`src/rtl/imm_ext_pkg.sv`:
```
// imm_ext_pkg: shared encodings for the immediate-extension stage.
//   - Extension mode encodings carried on in_mode.
//   - State encodings of the 2-entry skid buffer, named by occupancy.
package imm_ext_pkg;

    localparam int IMM_MODE_W = 2;

    typedef enum logic [IMM_MODE_W-1:0] {
        IMM_SIGN   = 2'd0,
        IMM_ZERO   = 2'd1,
        IMM_UPPER  = 2'd2,
        IMM_BRANCH = 2'd3
    } imm_mode_e;

    typedef enum logic [1:0] {
        ST_EMPTY = 2'd0,
        ST_ONE   = 2'd1,
        ST_TWO   = 2'd2
    } skid_state_e;

endpackage

```
`src/rtl/skid_buf.sv`:
```
// skid_buf: two-entry valid/ready buffer with synchronous flush.
// Ports:
//   clk, rst       clock, asynchronous active-high reset
//   flush          squash held and incoming entries (wins over transfers)
//   in_valid/in_ready/in_data     upstream handshake; in_ready is a flop
//   out_valid/out_ready/out_data  downstream handshake; out_valid is a flop
// The output register presents the head entry; the skid register holds a
// second entry accepted in the cycle out_ready dropped.
module skid_buf
    import imm_ext_pkg::*;
#(
    parameter int DATA_W = 37
) (
    input  logic              clk,
    input  logic              rst,
    input  logic              flush,
    input  logic              in_valid,
    output logic              in_ready,
    input  logic [DATA_W-1:0] in_data,
    output logic              out_valid,
    input  logic              out_ready,
    output logic [DATA_W-1:0] out_data
);

    skid_state_e       state;
    logic [DATA_W-1:0] data_p1;
    logic [DATA_W-1:0] skid_p1;
    logic              vld_p1;
    logic              rdy_p1;
    logic              in_xfer;
    logic              out_xfer;

    assign in_xfer   = in_valid & rdy_p1;
    assign out_xfer  = vld_p1 & out_ready;
    assign in_ready  = rdy_p1;
    assign out_valid = vld_p1;
    assign out_data  = data_p1;

    // p0 -> p1: state, handshake flags and both data registers
    always_ff @(posedge clk or posedge rst) begin
        if (rst) begin
            state   <= ST_EMPTY;
            vld_p1  <= 1'b0;
            rdy_p1  <= 1'b1;
            data_p1 <= '0;
            skid_p1 <= '0;
        end else if (flush) begin
            state   <= ST_EMPTY;
            vld_p1  <= 1'b0;
            rdy_p1  <= 1'b1;
        end else begin
            case (state)
                ST_EMPTY: begin
                    if (in_xfer) begin
                        data_p1 <= in_data;
                        state   <= ST_ONE;
                        vld_p1  <= 1'b1;
                        rdy_p1  <= 1'b1;
                    end
                end
                ST_ONE: begin
                    if (in_xfer && out_xfer) begin
                        data_p1 <= in_data;
                    end else if (in_xfer) begin
                        // Downstream stalled: park the new entry behind the head.
                        skid_p1 <= in_data;
                        state   <= ST_TWO;
                        rdy_p1  <= 1'b0;
                    end else if (out_xfer) begin
                        state   <= ST_EMPTY;
                        vld_p1  <= 1'b0;
                    end
                end
                ST_TWO: begin
                    if (out_xfer) begin
                        data_p1 <= skid_p1;
                        state   <= ST_ONE;
                        rdy_p1  <= 1'b1;
                    end
                end
                default: begin
                    state  <= ST_EMPTY;
                    vld_p1 <= 1'b0;
                    rdy_p1 <= 1'b1;
                end
            endcase
        end
    end

endmodule

```
`src/rtl/imm_ext_stage.sv`:
```
// imm_ext_stage: immediate extension for the decode path.
// Ports:
//   clk, rst                 clock, asynchronous active-high reset
//   flush                    synchronous squash of held/incoming entries
//   in_valid/in_ready        input handshake (in_ready registered)
//   in_imm, in_mode, in_tag  raw immediate, extension mode, sideband tag
//   out_valid/out_ready      output handshake (out_valid registered)
//   out_data, out_tag        extended operand and its tag
// Extension is combinational on the input side; only the extended operand
// and tag are buffered, in a 2-entry skid buffer.
module imm_ext_stage
    import imm_ext_pkg::*;
#(
    parameter int IN_W  = 16,
    parameter int OUT_W = 32,
    parameter int TAG_W = 5
) (
    input  logic                  clk,
    input  logic                  rst,
    input  logic                  flush,
    input  logic                  in_valid,
    output logic                  in_ready,
    input  logic [IN_W-1:0]       in_imm,
    input  logic [IMM_MODE_W-1:0] in_mode,
    input  logic [TAG_W-1:0]      in_tag,
    output logic                  out_valid,
    input  logic                  out_ready,
    output logic [OUT_W-1:0]      out_data,
    output logic [TAG_W-1:0]      out_tag
);

    function automatic logic [OUT_W-1:0] ext_imm(
        input logic [IN_W-1:0]       imm,
        input logic [IMM_MODE_W-1:0] mode
    );
        logic signed [OUT_W-1:0] sext;
        logic [OUT_W-1:0]        res;
        sext = signed'({{(OUT_W-IN_W){imm[IN_W-1]}}, imm});
        case (mode)
            IMM_SIGN:   res = sext;
            IMM_ZERO:   res = {{(OUT_W-IN_W){1'b0}}, imm};
            IMM_UPPER:  res = {imm, {(OUT_W-IN_W){1'b0}}};
            // Word-aligned branch offset: sign-extended, scaled by 4.
            IMM_BRANCH: res = {sext[OUT_W-3:0], 2'b00};
            default:    res = sext;
        endcase
        return res;
    endfunction

    logic [OUT_W-1:0]       ext_p0;
    logic [OUT_W+TAG_W-1:0] buf_out;

    // p0: extension ahead of the buffer
    assign ext_p0 = ext_imm(in_imm, in_mode);

    skid_buf #(
        .DATA_W (OUT_W + TAG_W)
    ) u_skid (
        .clk       (clk),
        .rst       (rst),
        .flush     (flush),
        .in_valid  (in_valid),
        .in_ready  (in_ready),
        .in_data   ({ext_p0, in_tag}),
        .out_valid (out_valid),
        .out_ready (out_ready),
        .out_data  (buf_out)
    );

    assign out_data = buf_out[OUT_W+TAG_W-1:TAG_W];
    assign out_tag  = buf_out[TAG_W-1:0];

endmodule
```
`config.mk`:
```
export PLATFORM = sky130hd
export DESIGN_NAME = imm_ext_stage
export DESIGN_NICKNAME = d
export VERILOG_FILES = /design/src/rtl/imm_ext_pkg.sv /design/src/rtl/skid_buf.sv /design/src/rtl/imm_ext_stage.sv
export SDC_FILE = /design/constraint.sdc
export NUM_CORES = 1
export LEC_CHECK = 0
export ABC_AREA = 1
export BUFFER_PORTS_ARGS = -buffer_cell sky130_fd_sc_hd__buf_4
export CORE_MARGIN = 2
export CORE_UTILIZATION = 58
export CTS_BUF_LIST = sky130_fd_sc_hd__clkbuf_4 sky130_fd_sc_hd__clkbuf_8
export DETAILED_ROUTE_END_ITERATION = 10
export HOLD_SLACK_MARGIN = 0.1
export PLACE_DENSITY = 0.88
export RECOVER_POWER = 25
export SETUP_SLACK_MARGIN = 0.02
export SKIP_CTS_REPAIR_TIMING = 1
export SLEW_MARGIN = 40
export SYNTH_ARGS = -nofsm -noshare
export SYNTH_HDL_FRONTEND = slang
export SYNTH_SLANG_ARGS = --single-unit
```
`constraint.sdc`:
```
create_clock -name clk -period 3.2 [get_ports clk]
set_clock_uncertainty 0.15 [all_clocks]
set_input_delay 0.32 -clock clk [delete_from_list [all_inputs] [get_ports clk]]
set_output_delay 0.32 -clock clk [all_outputs]
set_load 0.01 [all_outputs]
```
==> flow_metrics.tcl, run 1 <==
set metrics [dict create \
    fin_crit_sh_pct 72.77 \
    synth_top_area_cell "dfrtp_1" \
    finalNetCount 632 \
    seq_area_frac_synth_pct 50.39 \
    p_leak_nw 2.686 \
    clockBufferDepth 2 \
    grt.overflow.total 0 \
    critical_path_buf_inv_count 4 \
    violations "DRC, capacitance limit, slew limit" \
    root_buffer "clkbuf_8" \
    die_area_mm2 0.007353 \
    grt.total_usage_pct 26.17 \
    place_congestion 0.8771 \
    fmax_mhz 429.4 \
    fp.dieH_um 85.75 \
    start_util_pct 60.35 \
    avgViaCountPerCell 5.297 \
    clock-sinks 78 \
    cts_buffers 9 \
    drive_above_1_share_pct 15.11 \
    min_period_ns 2.329 \
    antenna_cells 0 \
    avgSynthCellArea_um2 7.125 \
    grt_max_degree 59 \
    switchingPower_w 0.001407 \
    slew_headroom_pct -8.724 \
    post_drt_wl_per_cell_um 13.29 \
    power_density_mw_per_mm2 826.3 \
    first_global_vias 3373 \
    seq_power_share_pct 43.5 \
    crit_fanout 52 \
    hold_viol 0 \
    final_util_pct 71.73 \
    worstMarginPinSlew_ns 1.622 \
    cts_tree "built" \
    synthCells 544 \
    nFillCells 506 \
    yosysTopAreaCellShare_pct 49.71 \
    crit_top_cell "nand2_1" \
    cp_slowest_stage_delay_ns 0.53 \
    rows 29 \
    crit_arrival_ns 2.43 \
    final_cell_mix "nand2_1, dfrtp_1, buf_4, nor2_1, inv_1" \
    insertion_delay_ns 0.36 \
    regArea_mm2 0.001953 \
    syn_area_mm2 0.003876 \
    slew_violations 37 \
    drtIter0Drc 324 \
    grt_setup_unrepaired "false" \
    min_path_type "input pin to flip-flop" \
    antenna_found_initial 0 \
    path_clk_slew_ns 0.09 \
    routed_wl_um 9116 \
    cp-start-kind "input pin" \
    port_buffers 66 \
    fin_tns_setup_ns 0 \
    cpLargestDelayFamily "buffers and inverters" \
    cp.required_ns 3.30 \
    hold_slack_ns 0.09661 \
    ys_types 20 \
    synth_nets 572 \
    die_w_um 85.75 \
    drcViolationCount 6 \
    yosys_register_bits 78 \
    core_area_mm2 0.006422 \
    pwr-share-clk_pct 21.8 \
    outcome "finished, violations left" \
    pin_count 67 \
    cap_viol_max_count 1 \
    ir_drop_v 0.0003792 \
    hpwl_um 5893 \
    pwr-share-comb_pct 34.7 \
    antenna_left 0 \
    multi_input_area_mm2 0.001645 \
    vias 3634 \
    layout-area-overhead-vs-synth_pct 18.85 \
    switching_share_pct 36.95 \
    grt_pass1_wl_um 15200 \
    end_kind "flip-flop" \
    worstPathCellList "dlygate4sd3_1, buf_4, nand2_1, o21ai_1, nand2_2, buf_4, inv_2, nand2_1, nand2_1" \
    p_int_w 0.002400 \
    ys_top_cells_by_area "dfrtp_1, nand2_1, nor2_1" \
    critPathKind "input pin to flip-flop" \
    setup_viol 0 \
    mostFrequentLayoutCell "nand2_1" \
    dr.pass1.iters 8 \
    cp_slowest_cell "dlygate4sd3_1" \
    htreeDepth 3 \
    yosys_warnings 0 \
]
==> cells by family after synthesis <==
logic type,Yosys count,synth area share [%]
compound gates,37,5.294
buf+inv,63,7.166
flops,78,50.39
simple gates,366,37.15
==> worst paths after layout <==
| check | to | depth (start not counted) | slack, ns | startpoint |
|---|---|---|---|---|
| min | u_skid.skid_p1[0]$_DFFE_PP0P_ | 3 | 0.1 | in_tag[0] |
| min in group asynchronous | u_skid.out_data[4]$_DFFE_PP0P_ | 3 | 0.75 | rst |
| max in group asynchronous | u_skid.skid_p1[13]$_DFFE_PP0P_ | 4 | 1.29 | rst |
| max | u_skid.out_data[20]$_DFFE_PP0P_ | 9 | 0.87 | in_valid |
| max reg2reg | u_skid.out_data[21]$_DFFE_PP0P_ | 7 | 1.06 | u_skid.in_ready$_DFFE_PP1P_ |
| min reg2reg | u_skid.skid_p1[19]$_DFFE_PP0P_ | 2 | 0.33 | u_skid.skid_p1[19]$_DFFE_PP0P_ |
==> sequential cells by signal, indices dropped and copies added (netlist names) <==
register,cells
u_skid.skid_p1,37
u_skid.out_data,37
u_skid.state,2
u_skid.in_ready,1
u_skid.out_valid,1
==> Yosys cell counts, drive strengths merged <==
master / count
nor2: 38
o21ai: 23
nand3b: 1
clkbuf: 4
o22ai: 13
nand3: 22
nand2: 304
nand4: 1
dfrtp: 77
a21oi: 1
dfstp: 1
inv: 36
buf: 23
==> cell type report <==
class | instances | area share, %
clock buffer | 10 | 2.988
inverter | 36 | 2.960
timing repair buffer | 76 | 12.00
tap | 77 | 2.091
multi-input combinational | 403 | 35.71
clock inverter | 6 | 1.847
sequential | 78 | 42.40
==> worst register-to-register path: stages, from the launching register on <==
cell and delay, ns:
dfstp_2 0.55, nand2_1 0.17, o21ai_1 0.23, nand2_2 0.06
buf_4 0.29, inv_2 0.40, nand3_1 0.15, nand2_1 0.09
==> routing by layer <==
layer  GRT usage, %  wire [um]  up-vias
met5              0          0        -
met4          9.091        177        0
met3          5.294        637       24
met2          41.12       4339      150
met1          36.53       3962     1683
li1               -          -     1777
==> through the flow <==
step / power, W / area, um2 / instances / setup WS (ns)
3_5_place_dp: 0.003031 / 4368 / 664 / 1.052
6_report: 0.003807 / 4607 / 686 / 0.8712
4_1_cts: 0.003862 / 4591 / 680 / 1.052
3_3_place_gp: 0.002961 / 4368 / 664 / 1.145
2_1_floorplan: 0.002487 / 3876 / 544 / 0.7366
5_1_grt: 0.004085 / 4607 / 686 / 0.7281
==> power by group through the flow <==
stage	Combinational [W]	Clock (W)	Sequential [W]
2_1_floorplan	0.000763	0	0.00172
3_3_place_gp	0.00131	0	0.00165
3_5_place_dp	0.00136	0	0.00167
4_1_cts	0.00137	0.000833	0.00166
5_1_grt	0.00150	0.000872	0.00171
6_report	0.00132	0.000830	0.00166
Note: power is estimated with default switching activity, not from simulation.
==> inputs of run 2 (changes only) <==
CORE_UTILIZATION = 52   (was 58)
PLACE_DENSITY = 0.84   (was 0.88)
clock period = 2.1 ns   (was 3.2 ns; I/O delays follow)
==> flow_metrics.tcl, run 2 (same netlist as run 1, synthesis figures left out) <==
set metrics [dict create \
    p_leak_nw 2.645 \
    grt.total_usage_pct 23.75 \
    cp_slowest_stage_delay_ns 0.53 \
    ir_drop_v 0.0006436 \
    final_cell_mix "nand2_1, dfrtp_1, buf_4, nor2_1, clkbuf_1" \
    grt_pass1_wl_um 15830 \
    fp.dieH_um 90.34 \
    path_clk_slew_ns 0.08 \
    mostFrequentLayoutCell "nand2_1" \
    htreeDepth 3 \
    die_w_um 90.34 \
    antenna_found_initial 0 \
    port_buffers 66 \
    antenna_left 0 \
    holdPathEnd "u_skid.skid_p1[24]$_DFFE_PP0P_" \
    post-route-cell-area_mm2 0.004624 \
    die_area_mm2 0.008161 \
    rows 31 \
    critical_path_buf_inv_count 3 \
    slew_headroom_pct 42.78 \
    hp-start "in_imm[3]" \
    cp_slowest_cell "dlygate4sd3_1" \
    power_density_mw_per_mm2 1181 \
    critPathKind "input pin to flip-flop" \
    cts_buffers 9 \
    slew_violations 0 \
    end_kind "flip-flop" \
    fin_crit_sh_pct 81.40 \
    pin_count 67 \
    fin_tns_setup_ns 0 \
    grt.overflow.total 0 \
    nFillCells 680 \
    cp-start-kind "input pin" \
    p_total_w 0.005460 \
    r2r-start "u_skid.in_ready$_DFFE_PP1P_" \
    place_area_mm2 0.004429 \
    worstMarginPinSlew_ns 0.8536 \
    cpLargestDelayFamily "buffers and inverters" \
    routed_wl_um 9565 \
    clockBufferDepth 2 \
    drive_above_1_share_pct 12.56 \
    grt_max_degree 61 \
    clock-sinks 78 \
    setup_viol 0 \
    place_congestion 0.8412 \
    avgViaCountPerCell 5.072 \
    hold_viol 0 \
    cap_viol_max_count 0 \
    path_depth 10 \
    vias 3652 \
    min_period_ns 1.709 \
    rrSetupSlack_ns 0.43 \
    final_util_pct 63.76 \
    hpwl_um 6397 \
    drtIter0Drc 323 \
    crit_arrival_ns 1.86 \
    first_global_vias 3385 \
    cp.required_ns 2.25 \
    crit_top_cell "nand2_1" \
    layout-area-overhead-vs-synth_pct 19.30 \
    hold_path_depth 5 \
    outcome "complete, no violations" \
    insertion_delay_ns 0.36 \
    drcViolationCount 0 \
    antenna_cells 0 \
    min_path_type "input pin to flip-flop" \
    r2r-end "u_skid.out_data[29]$_DFFE_PP0P_" \
    fmax_mhz 585.0 \
    worstPathCellList "dlygate4sd3_1, buf_4, nor2_2, nand2_1, o21ai_1, nand2_2, buf_4, nor2_1, nand2_1, nand2_1" \
    finalNetCount 644 \
    hold_slack_ns 0.05123 \
    core_area_mm2 0.007253 \
    cts_tree "built" \
    grt_setup_unrepaired "false" \
    worst_r2r_path_depth 7 \
    root_buffer "clkbuf_8" \
    post_drt_wl_per_cell_um 13.28 \
    start_util_pct 53.44 \
    dr.pass1.iters 5 \
    crit_fanout 29 \
]
## run 2: worst max path at each step
stage	startpoint	end	slack, ns
finish	flush	u_skid.out_data[29]$_DFFE_PP0P_	0.39
global route	flush	u_skid.out_data[29]$_DFFE_PP0P_	0.24
CTS	u_skid.in_ready$_DFFE_PP1P_	u_skid.out_data[21]$_DFFE_PP0P_	0.42
detailed placement	u_skid.in_ready$_DFFE_PP1P_	u_skid.out_data[21]$_DFFE_PP0P_	0.44
global placement	u_skid.in_ready$_DFFE_PP1P_	u_skid.out_data[21]$_DFFE_PP0P_	0.45
floorplan	u_skid.in_ready$_DFFE_PP1P_	u_skid.out_data[10]$_DFFE_PP0P_	0.57
## run 2: metal layers
metal,part of all wire [%],vias up,GRT usage [%]
li1,-,1801,-
met1,43,1684,31.63
met2,50,138,38.91
met3,5.2,29,3.422
met4,2.3,0,10.38
met5,0,-,0
## run 2: final cells by class
type	instances	area [um2]	area share (%)
Multi-Input combinational cell	403	1645	35.58
Timing Repair Buffer	88	595.6	12.88
Clock buffer	10	131.4	2.841
Sequential cell	78	1953	42.23
Clock inverter	6	38.79	0.8387
Inverter	36	136.4	2.949
Tap cell	99	123.9	2.679
## run 2: worst register-to-register path, cell delays in order, from the launching register on
cell	delay (ns)
dfstp_2	0.54
nand2_1	0.15
o21ai_1	0.18
nand2_2	0.09
buf_4	0.24
nor2_1	0.15
nand2_1	0.06
nand2_1	0.05
## run 2: metrics by stage
| stage | setup slack, ns | instances |
|---|---|---|
| 2_1_floorplan | 0.5729 | 544 |
| 3_3_place_gp | 0.4513 | 690 |
| 3_5_place_dp | 0.4424 | 690 |
| 4_1_cts | 0.4183 | 706 |
| 5_1_grt | 0.2405 | 720 |
| 6_report | 0.3905 | 720 |
## run 2: power breakdown
group	internal [W]	switching [W]	total [W]
Clock	0.000438	0.000563	0.00100
Sequential	0.00217	0.000360	0.00253
Combinational	0.000710	0.00122	0.00193
Total	0.00331	0.00215	0.00546
==> inputs of run 3 (changes only) <==
CORE_UTILIZATION = 58   (was 52)
PLACE_DENSITY = 0.88   (was 0.84)
clock period = 1.6 ns   (was 2.1 ns; I/O delays follow)
==> flow_metrics.tcl, run 3 (same netlist as run 1, synthesis figures left out) <==
set metrics [dict create \
    vias 4127 \
    clock-sinks 78 \
    crit_arrival_ns 1.81 \
    dr.pass1.iters 8 \
    clockBufferDepth 2 \
    pwr-share-comb_pct 42.5 \
    core_area_mm2 0.006422 \
    outcome "finished, violations left" \
    pwr-share-clk_pct 16.4 \
    path_clk_slew_ns 0.08 \
    critPathKind "flip-flop to flip-flop" \
    place_congestion 0.8987 \
    finalNetCount 668 \
    cp.required_ns 1.75 \
    power_density_mw_per_mm2 1574 \
    p_int_w 0.005038 \
    layout-area-overhead-vs-synth_pct 35.15 \
    routed_wl_um 12060 \
    first_global_vias 3478 \
    switching_share_pct 38.93 \
    p_total_w 0.008248 \
    grt_max_degree 51 \
    cap_viol_max_count 0 \
    grt.overflow.total 0 \
    antenna_found_initial 0 \
    end_kind "flip-flop" \
    cp_slowest_stage_delay_ns 0.56 \
    slew_headroom_pct 53.74 \
    antenna_left 0 \
    drcViolationCount 4 \
    slew_violations 0 \
    grt_pass1_wl_um 15750 \
    htreeDepth 3 \
    hpwl_um 6222 \
    mostFrequentLayoutCell "nand2_1" \
    grt_setup_unrepaired "true" \
    port_buffers 66 \
    cp_slowest_cell "dfstp_2" \
    crit_top_cell "nand2_1" \
    grt.total_usage_pct 27.01 \
    antenna_cells 0 \
    grt_use_met2_pct 43.25 \
    cts_tree "built" \
    post_drt_wl_per_cell_um 16.70 \
    switchingPower_w 0.003211 \
    setup_ws_ns -0.06368 \
    p_leak_nw 2.974 \
    setup_viol 29 \
    seq_power_share_pct 41.1 \
    cp-start-kind "flip-flop" \
    die_w_um 85.75 \
    die_area_mm2 0.007353 \
    min_path_type "input pin to flip-flop" \
    crit_fanout 8 \
    cts_buffers 9 \
    met3_usage_pct 4.235 \
    violations "DRC, hold timing, setup timing" \
    worstPathCellList "nand2_2, o21ai_2, nand2_4, buf_12, nor2_2, nand2_1, nand2_1" \
    final_cell_mix "nand2_1, dfrtp_1, buf_4, inv_1, dlygate4sd3_1" \
    avgViaCountPerCell 5.716 \
    worstMarginPinSlew_ns 0.6939 \
    hold_viol 1 \
    root_buffer "clkbuf_8" \
    rows 29 \
    fp.dieH_um 85.75 \
    drive_above_1_share_pct 23.41 \
    grt-busiest-layer "met2" \
    use_met1_pct 36.35 \
    drtIter0Drc 489 \
    ir_drop_v 0.0008505 \
    pin_count 67 \
    hold_slack_ns -0.008074 \
    start_util_pct 60.35 \
    insertion_delay_ns 0.36 \
    min_period_ns 1.664 \
    fmax_mhz 601.1 \
    fin_crit_sh_pct 104.0 \
]
run 3: cell types whose count changed in the layout (fill, tap and decap cells not counted), sizes merged:
| cell | before | now |
|---|---|---|
| clkbuf | 41 | 21 |
| buf | 43 | 80 |
| dlygate4sd3 | 14 | 23 |
| clkinv | 4 | 3 |
| clkinvlp | 3 | 2 |
run 3: power groups by stage:
| stage | Clock [W] | Combinational, W | Sequential, W |
|---|---|---|---|
| 4_1_cts | 0.00134 | 0.00289 | 0.00332 |
| 6_report | 0.00135 | 0.00350 | 0.00339 |
| 3_5_place_dp | 0 | 0.00287 | 0.00334 |
| 5_1_grt | 0.00142 | 0.00384 | 0.00348 |
| 3_3_place_gp | 0 | 0.00276 | 0.00330 |
| 2_1_floorplan | 0 | 0.00153 | 0.00345 |
run 3: final timing paths:
kind | cells past startpoint | slack [ns] | to | from
worst max-delay path | 7 | -0.06 | u_skid.out_data[23]$_DFFE_PP0P_ | u_skid.in_ready$_DFFE_PP1P_
worst max register to register | 7 | -0.06 | u_skid.out_data[23]$_DFFE_PP0P_ | u_skid.in_ready$_DFFE_PP1P_
min in group asynchronous | 4 | 0.43 | u_skid.skid_p1[1]$_DFFE_PP0P_ | rst
max in group asynchronous | 4 | 0.34 | u_skid.state[0]$_DFFE_PP0P_ | rst
worst min register to register | 2 | 0.33 | u_skid.skid_p1[8]$_DFFE_PP0P_ | u_skid.skid_p1[8]$_DFFE_PP0P_
worst min-delay path | 4 | -0.008 | u_skid.state[0]$_DFFE_PP0P_ | flush
run 3: metrics by stage:
step                      utilization [%]   TNS [ns]  area (um2)  worst slack (ns)  cells
after floorplan                         -          0        3880           0.07294    544
after CTS                           72.82    -0.2482        4677          -0.03621    689
after global placement              70.10          0        4502           0.01971    673
after global routing                81.57     -2.690        5239           -0.1031    722
after detailed placement            70.10  -0.008959        4502         -0.007158    673
final                               81.57    -0.4304        5239          -0.06368    722
run 3: final cells by class:
cell class	instances	area (um2)
clock buffers	12	152.6
clock inverters	4	22.52
fillers	374	1184
inverters	36	151.4
multi-input cells	403	1763
flip-flops and latches	78	1954
well taps	77	96.34
repair buffers	112	1099
run 3: layer usage:
metal / vias up / routed length, um
met5: - / 0
met2: 282 / 5883
met3: 75 / 1146
met1: 1913 / 4431
li1: 1857 / -
met4: 0 / 596
run 3: critical path: cells and delay by family, from the launching register on:
kind            cells  cell delay, ns
compound gates      1            0.19
buf+inv             1            0.21
flops               1            0.56
simple gates        5            0.50
